### src/rtl/pixel_binarizer.sv
// pixel_binarizer: thresholds a grayscale raster stream to one bit per pixel and pads each frame for a 3x3 filter.
// Define BINARIZER_AUTO_THR_EN to load the frame mean into the pending threshold at the end of each frame.
module pixel_binarizer #(
  parameter int WIDTH     = 256,
  parameter int HEIGHT    = 128,
  parameter int PIX_BITS  = 8,
  parameter int ADDR_BITS = 15
) (
  input  logic                 clock,
  input  logic                 reset,
  input  logic                 in_valid,
  output logic                 in_ready,
  input  logic [PIX_BITS-1:0]  in_pixel,
  input  logic [PIX_BITS-1:0]  threshold,
  input  logic                 thr_load,
  output logic                 bit_out,
  output logic                 bit_valid,
  output logic [ADDR_BITS-1:0] bit_addr,
  output logic                 bit_flush,
  output logic                 frame_start,
  output logic                 frame_done,
  output logic                 busy
);
  localparam int N         = WIDTH * HEIGHT;
  localparam int FLUSH_LEN = 2 * WIDTH + 2;
  localparam int FB        = $clog2(FLUSH_LEN);
  localparam logic [PIX_BITS-1:0] THR_RST = {1'b1, {(PIX_BITS-1){1'b0}}};
  typedef enum logic [1:0] {IDLE, RUN, FLUSH, DONE} state_t;
  state_t                r_state, w_next;
  logic [PIX_BITS-1:0]   r_pending, r_active, w_thr, w_mean;
  logic [ADDR_BITS-1:0]  r_pix_cnt;
  logic [FB-1:0]         r_flush_cnt;
  logic                  w_accept, w_last, w_flush_end, w_auto;
  assign in_ready    = !reset && (r_state == IDLE || r_state == RUN);
  assign busy        = r_state != IDLE;
  assign w_accept    = in_valid && in_ready;
  assign w_last      = r_pix_cnt == ADDR_BITS'(N - 1);
  assign w_flush_end = r_flush_cnt == FB'(FLUSH_LEN - 1);
  // A load coinciding with the first accept is bypassed so that frame already uses it
  assign w_thr = r_state == IDLE ? (thr_load ? threshold : r_pending) : r_active;
`ifdef BINARIZER_AUTO_THR_EN
  localparam int SUM_BITS = PIX_BITS + ADDR_BITS;
  logic [SUM_BITS-1:0] r_sum;
  always_ff @(posedge clock or posedge reset)
    if (reset) r_sum <= '0;
    else if (w_accept) r_sum <= (r_state == IDLE ? '0 : r_sum) + SUM_BITS'(in_pixel);
  assign w_auto = r_state == FLUSH && w_flush_end;
  assign w_mean = PIX_BITS'(r_sum >> ADDR_BITS);
`else
  assign w_auto = 1'b0;
  assign w_mean = r_pending;
`endif
  always_comb begin
    w_next = r_state;
    unique case (r_state)
      IDLE, RUN: if (w_accept) w_next = w_last ? FLUSH : RUN;
      FLUSH:     if (w_flush_end) w_next = DONE;
      DONE:      w_next = IDLE;
    endcase
  end
  always_ff @(posedge clock or posedge reset)
    if (reset) begin
      r_state     <= IDLE;
      r_pending   <= THR_RST;
      r_active    <= THR_RST;
      r_pix_cnt   <= '0;
      r_flush_cnt <= '0;
      bit_out     <= 1'b0;
      bit_valid   <= 1'b0;
      bit_addr    <= '0;
      bit_flush   <= 1'b0;
      frame_start <= 1'b0;
      frame_done  <= 1'b0;
    end else begin
      r_state     <= w_next;
      r_pending   <= thr_load ? threshold : w_auto ? w_mean : r_pending;
      if (w_accept && r_state == IDLE) r_active <= w_thr;
      if (w_accept) r_pix_cnt <= w_last ? '0 : r_pix_cnt + ADDR_BITS'(1);
      r_flush_cnt <= (r_state == FLUSH && !w_flush_end) ? r_flush_cnt + FB'(1) : '0;
      bit_out     <= w_accept && (in_pixel >= w_thr);
      bit_valid   <= w_accept || r_state == FLUSH;
      bit_addr    <= r_state == FLUSH ? ADDR_BITS'(N - 1) : w_accept ? r_pix_cnt : bit_addr;
      bit_flush   <= r_state == FLUSH;
      frame_start <= w_accept && r_state == IDLE;
      frame_done  <= r_state == DONE;
    end
endmodule

### config.mk
export PLATFORM = sky130hd
export DESIGN_NAME = pixel_binarizer
export DESIGN_NICKNAME = d
export VERILOG_FILES = /design/src/rtl/pixel_binarizer.sv
export SDC_FILE = /design/constraint.sdc
export NUM_CORES = 1
export LEC_CHECK = 0
export ABC_AREA = 0
export CAP_MARGIN = 5
export CORE_UTILIZATION = 37
export CTS_CLUSTER_DIAMETER = 40
export DETAILED_ROUTE_END_ITERATION = 8
export PLACE_DENSITY = 0.55
export SETUP_SLACK_MARGIN = 0.2
export SKIP_CTS_REPAIR_TIMING = 1
export SYNTH_ARGS = -nofsm -noshare
export SYNTH_HDL_FRONTEND = slang
export SYNTH_SLANG_ARGS = --single-unit
### constraint.sdc
create_clock -name clock -period 3.21 [get_ports clock]
set_clock_uncertainty 0.05 [all_clocks]
set_input_delay 0.963 -clock clock [delete_from_list [all_inputs] [get_ports clock]]
set_output_delay 0.963 -clock clock [all_outputs]
set_load 0.03 [all_outputs]
Yosys cells after proc, flatten, opt, wreduce, memory -nomap -nowiden
Index checks and enable logic that the tools add are counted.
{ "word_totals": {"inputBits": 20, "output_inout_bits": 22, "elab_cells": 45, "regBits": 63} }
{ "op_classes": {"add_sub_neg": 2, "n_mux": 10, "n_lt_le_gt_ge": 1, "reduce_logical": 14, "n_eq_ne": 7} }
{ "ops": {"columns": ["cell", "n"], "rows": [
  ["$mux W15", 3],
  ["$mux W8", 2],
  ["$add A15 B1 Y15 const B", 1],
  ["$eq A15 B15 Y1 const B", 1],
  ["$add A10 B1 Y10 const B", 1],
  ["$eq A10 B10 Y1 const B", 1],
  ["$mux W10", 1],
  ["$ge A8 B8 Y1", 1],
  ["$mux W2", 3],
  ["$pmux W2 S3", 1],
  ["$logic_and A1 B1 Y1", 5],
  ["$eq A2 B2 Y1 const B", 2],
  ["$ne A2 B2 Y1 const B", 2],
  ["$reduce_bool A2 Y1", 2],
  ["$eq A2 B1 Y1 const B", 1],
  ["$logic_not A1 Y1", 2],
  ["$logic_not A2 Y1", 1],
  ["$logic_or A1 B1 Y1", 2],
  ["$reduce_and A2 Y1", 1],
  ["$reduce_or A2 Y1", 1]
]} }

Logic depth before layout (Yosys ltp)
{ "depth": {"ltp_word": 6, "mapped_depth": 9, "ltp_nobuf": 8} }

Worst setup path after synthesis
OpenSTA, ideal clock, no wires.
{ "synth_timing": {"path_kind": "input -> register", "from": "input thr_load", "to": "register bit_out", "setup_time_ns": 0.135, "path_slack_ns": 0.327, "t_arrival_ns": 2.697, "n_path_buf": 1, "required_ns": 3.025, "cell_stages": 7, "cell_sequence": "clkbuf_1 > mux2_2 > mux2i_1 > ha_1 > a2111o_1 > a311oi_1 > nor3_1"} }
{ "synth_via": {"elab_chain_len": 4} }
{ "synth_rtl": {"columns": ["element", "line", "rtl"], "rows": [
  ["from (decl)", "15", "input logic thr_load,"],
  ["$mux W8", null, null],
  ["$mux W8", "40", "assign w_thr = r_state == IDLE ? (thr_load ? threshold : r_pending) : r_active;"],
  ["$ge A8 B8 Y1", "80", "bit_out <= w_accept && (in_pixel >= w_thr);"],
  ["$logic_and A1 B1 Y1", "80", null],
  ["to (signal assigned)", "80", null],
  ["to (decl)", "16", "output logic bit_out,"]
]} }
Every way passes these cells.
A chain may end at the register's enable or synchronous reset.

Worst setup path in the final report
{ "layout_timing": {"from": "register r_state[1]", "to": "output busy"} }
{ "layout_via": {"elab_chain_len": 1} }
{ "layout_rtl": {"columns": ["element", "line", "rtl"], "rows": [
  ["from (decl)", "29", "state_t r_state, w_next;"],
  ["from (signal assigned)", "75", "r_state <= w_next;"],
  ["$reduce_bool A2 Y1", "35", "assign busy = r_state != IDLE;"],
  ["to (decl)", "22", "output logic busy"]
]} }
Every way passes these cells.

==> impl_metrics.csv <==
group,metric,value,unit
run_status,status,"complete, no violations",
grt,grt_pass1_vias,2055,
critical_path,crit_start,"r_state[1]",
critical_path,worst_r2r_path_depth,8,
timing,fmax,353,MHz
yosys,syn_nets,306,
floorplan,core_area,7410,µm²
route,routed_via_density,4.78,
critical_path,start_kind,"register",
timing,hold_violations,0,
grt,grt_max_degree,24,
placed_design,hpwl,4.09,mm
yosys,synth_seq_cells,63,
critical_path,endpoint,"busy",
power_and_ir_drop,power_leakage,1.68,nW
floorplan,die_w,90.4,µm
yosys,synthAdderAreaFrac,0.0476,
power_and_ir_drop,peakVddDrop,0.255,mV
placed_design,gp_congestion,0.729,
clock_network,tritoncts,"done",
critical_path,worstPathArrival,1.82,ns
route,drt-initial-drc-count,77,
yosys,synthFlopType,"dfrtp_1",
yosys,synth-xor-area-share,0.0636,
yosys,netlist_area,2890,µm²
layout,fill_cells,677,
grt,grt-ovfl-total,0,
floorplan,num_rows,31,
route,antenna_left,0,
yosys,synth_top_family_by_area,"simple AND/OR/NAND/NOR gates",
clock_network,clock-root-buffer,"clkbuf_8",
timing,hold_slack,0.426,ns
critical_path,cp.depth,3,
yosys,yosys.cell_types.count,37,
clock_network,cts_max_level,3,
timing,worst_slew_pin_slew,0.765,ns
timing,setup_viol,0,
yosys,yosys_warnings,0,
placed_design,io_buffers,41,
route,totalWireLength,5.89,mm
floorplan,die_area,8170,µm²
job,drv_cap,0,
critical_path,crit_fanout,9,
route,drc,0,
floorplan,num_io_pins,42,
layout,antenna-diode-count,0,
critical_path,crit_chain,"nor2_2 > inv_1 > clkdlybuf4s50_1",
grt,grt_pass1_wl,10.2,mm
yosys,synthArstFlopShare,1.00,
critical_path,critPathSlowestCell,"clkdlybuf4s50_1",
layout,finalNetCount,360,
clock_network,clk_latency,0.33,ns
layout,area_growth,28.5,%
floorplan,start_util,0.390,
critical_path,r2r_slack,0.81,ns
yosys,synthMuxAreaShare,0.0589,
yosys,synth-compound-area-share,0.0481,
critical_path,slowest_delay,0.60,ns
yosys,syn_area_per_cell,10.5,µm²
min_path,hold_class,"register to register",
timing,slew_headroom,0.490,
route,vias,2070,
grt,track_usage,0.158,
timing,finalCritPeriodShare,0.883,
critical_path,required,2.20,ns
power_and_ir_drop,power_density,603,nW/µm²
yosys,syn-instance-count,275,
route,dr.pass1.iters,4,
clock_network,clk_path_buf_depth,2,
critical_path,critPathTopFamily,"buffers and inverters",
layout,drive_above_1_share,0.123,
timing,rsz0062_at_grt,"no",
clock_network,clk_pin_slew,0.07,ns
timing,min_period,2.83,ns
grt,antenna_found_initial,0,
critical_path,worst_setup_path_end_kind,"primary output",
layout,final_common_cell,"dfrtp_1",
timing,fin_tns_setup,0,ns
layout,layout_common_cells,"dfrtp_1, nand2_1, clkdlybuf4s50_1",
yosys,synth_seq_area_share,0.546,
clock_network,numCtsBuffers,9,
floorplan,die_h,90.4,µm
timing,drv_slew,0,
critical_path,reg2reg_to,"bit_out",
yosys,synthSimpleGateAreaFrac,0.202,
critical_path,timing.rr.start,"r_state[1]",
critical_path,cp_num_buf_inv,2,
route,avgRoutedWirePerCell,13.6,µm
yosys,synth_edf_count,0,
clock_network,cts_num_sinks,63,
critical_path,worstSetupPathType,"register to primary output",
## per-layer routing
metal | part of all wire | wire (µm) | track usage
met3 | 0.031 | 181 | 0.0311
met5 | 0 | 0 | 0
met4 | 0.021 | 123 | 0.0806
met2 | 0.42 | 2470 | 0.224
met1 | 0.53 | 3120 | 0.228
## cells by family after synthesis
| kind of cell | Yosys count |
|---|---|
| AND/OR/NAND/NOR | 119 |
| flip-flops | 63 |
| multiplexers | 16 |
| buffers and inverters | 22 |
| XOR/XNOR | 21 |
| adder cells (fa/ha/maj) | 11 |
| AO/OA/AOI/OAI | 23 |
## sequential cells by signal, indices dropped and copies added, names as in the netlist
| signal | cells |
|---|---|
| frame_start | 1 |
| bit_addr | 15 |
| r_active | 8 |
| bit_valid | 1 |
| bit_flush | 1 |
| r_pending | 8 |
| r_pix_cnt | 15 |
| r_flush_cnt | 10 |
| r_state | 2 |
| frame_done | 1 |
| bit_out | 1 |
## synth_stat cells, types with 3 or more instances
library cell | instances | area share
nand4_1 | 9 | 0.019
nor3_1 | 6 | 0.010
inv_1 | 12 | 0.016
o21ai_0 | 10 | 0.017
nor4_1 | 4 | 0.0087
dfrtp_1 | 61 | 0.53
nand3_1 | 17 | 0.029
o21ai_1 | 3 | 0.0052
ha_1 | 11 | 0.048
nand2b_1 | 4 | 0.0087
xor2_1 | 5 | 0.015
mux2_2 | 8 | 0.031
nand2_1 | 42 | 0.055
clkbuf_1 | 8 | 0.010
nor2_1 | 25 | 0.032
mux2i_1 | 8 | 0.028
xnor2_1 | 16 | 0.048
## metrics by stage
| stage | cells | total power, W | setup WS [ns] | utilization | instance area, µm² |
|---|---|---|---|---|---|
| after detailed placement | 417 | 0.00142 | -0.169 | 0.469 | 3470 |
| after floorplan | 275 | 0.00125 | 0.327 | - | 2890 |
| after global placement | 417 | 0.00141 | -0.0814 | 0.469 | 3470 |
| after global routing | 433 | 0.00235 | 0.252 | 0.501 | 3710 |
| after CTS | 433 | 0.00226 | 0.179 | 0.501 | 3710 |
| final | 433 | 0.00224 | 0.375 | 0.501 | 3710 |
## power breakdown
group / switching (W) / internal, W
logic: 0.000218 / 0.000202
clock network: 0.000298 / 0.000539
registers: 0.0000835 / 0.000900
## worst register-to-register path: cells and delay by family (launching register included)
family	cells	cell delay (ns)
adders and majority gates	1	0.26
DFF	1	0.48
AOI/OAI and AO/OA	3	0.84
and+or+nand+nor	4	0.64
## cell type report
class | instances | area (µm²) | share of cell area
sequential | 63 | 1580 | 0.425
multi-input combinational | 190 | 1210 | 0.327
timing repair buffer | 53 | 513 | 0.138
clock buffer | 13 | 149 | 0.0401
tap | 99 | 124 | 0.0334
clock inverter | 3 | 90.1 | 0.0243
inverter | 12 | 45.0 | 0.0121
## how the worst min path moves through the flow
| stage | startpoint | endpoint | slack [ns] | cells after the start |
|---|---|---|---|---|
| 2_1_floorplan | r_pix_cnt[14] | r_pix_cnt[14] | 0.39 | 1 |
| 3_3_place_gp | r_pix_cnt[14] | r_pix_cnt[14] | 0.41 | 1 |
| 3_5_place_dp | r_pix_cnt[14] | r_pix_cnt[14] | 0.41 | 1 |
| 4_1_cts | r_pix_cnt[14] | r_pix_cnt[14] | 0.42 | 1 |
| 5_1_grt | r_pix_cnt[14] | r_pix_cnt[14] | 0.46 | 1 |
| 6_report | r_pix_cnt[14] | r_pix_cnt[14] | 0.43 | 1 |
(Power assumes the default switching activity.)
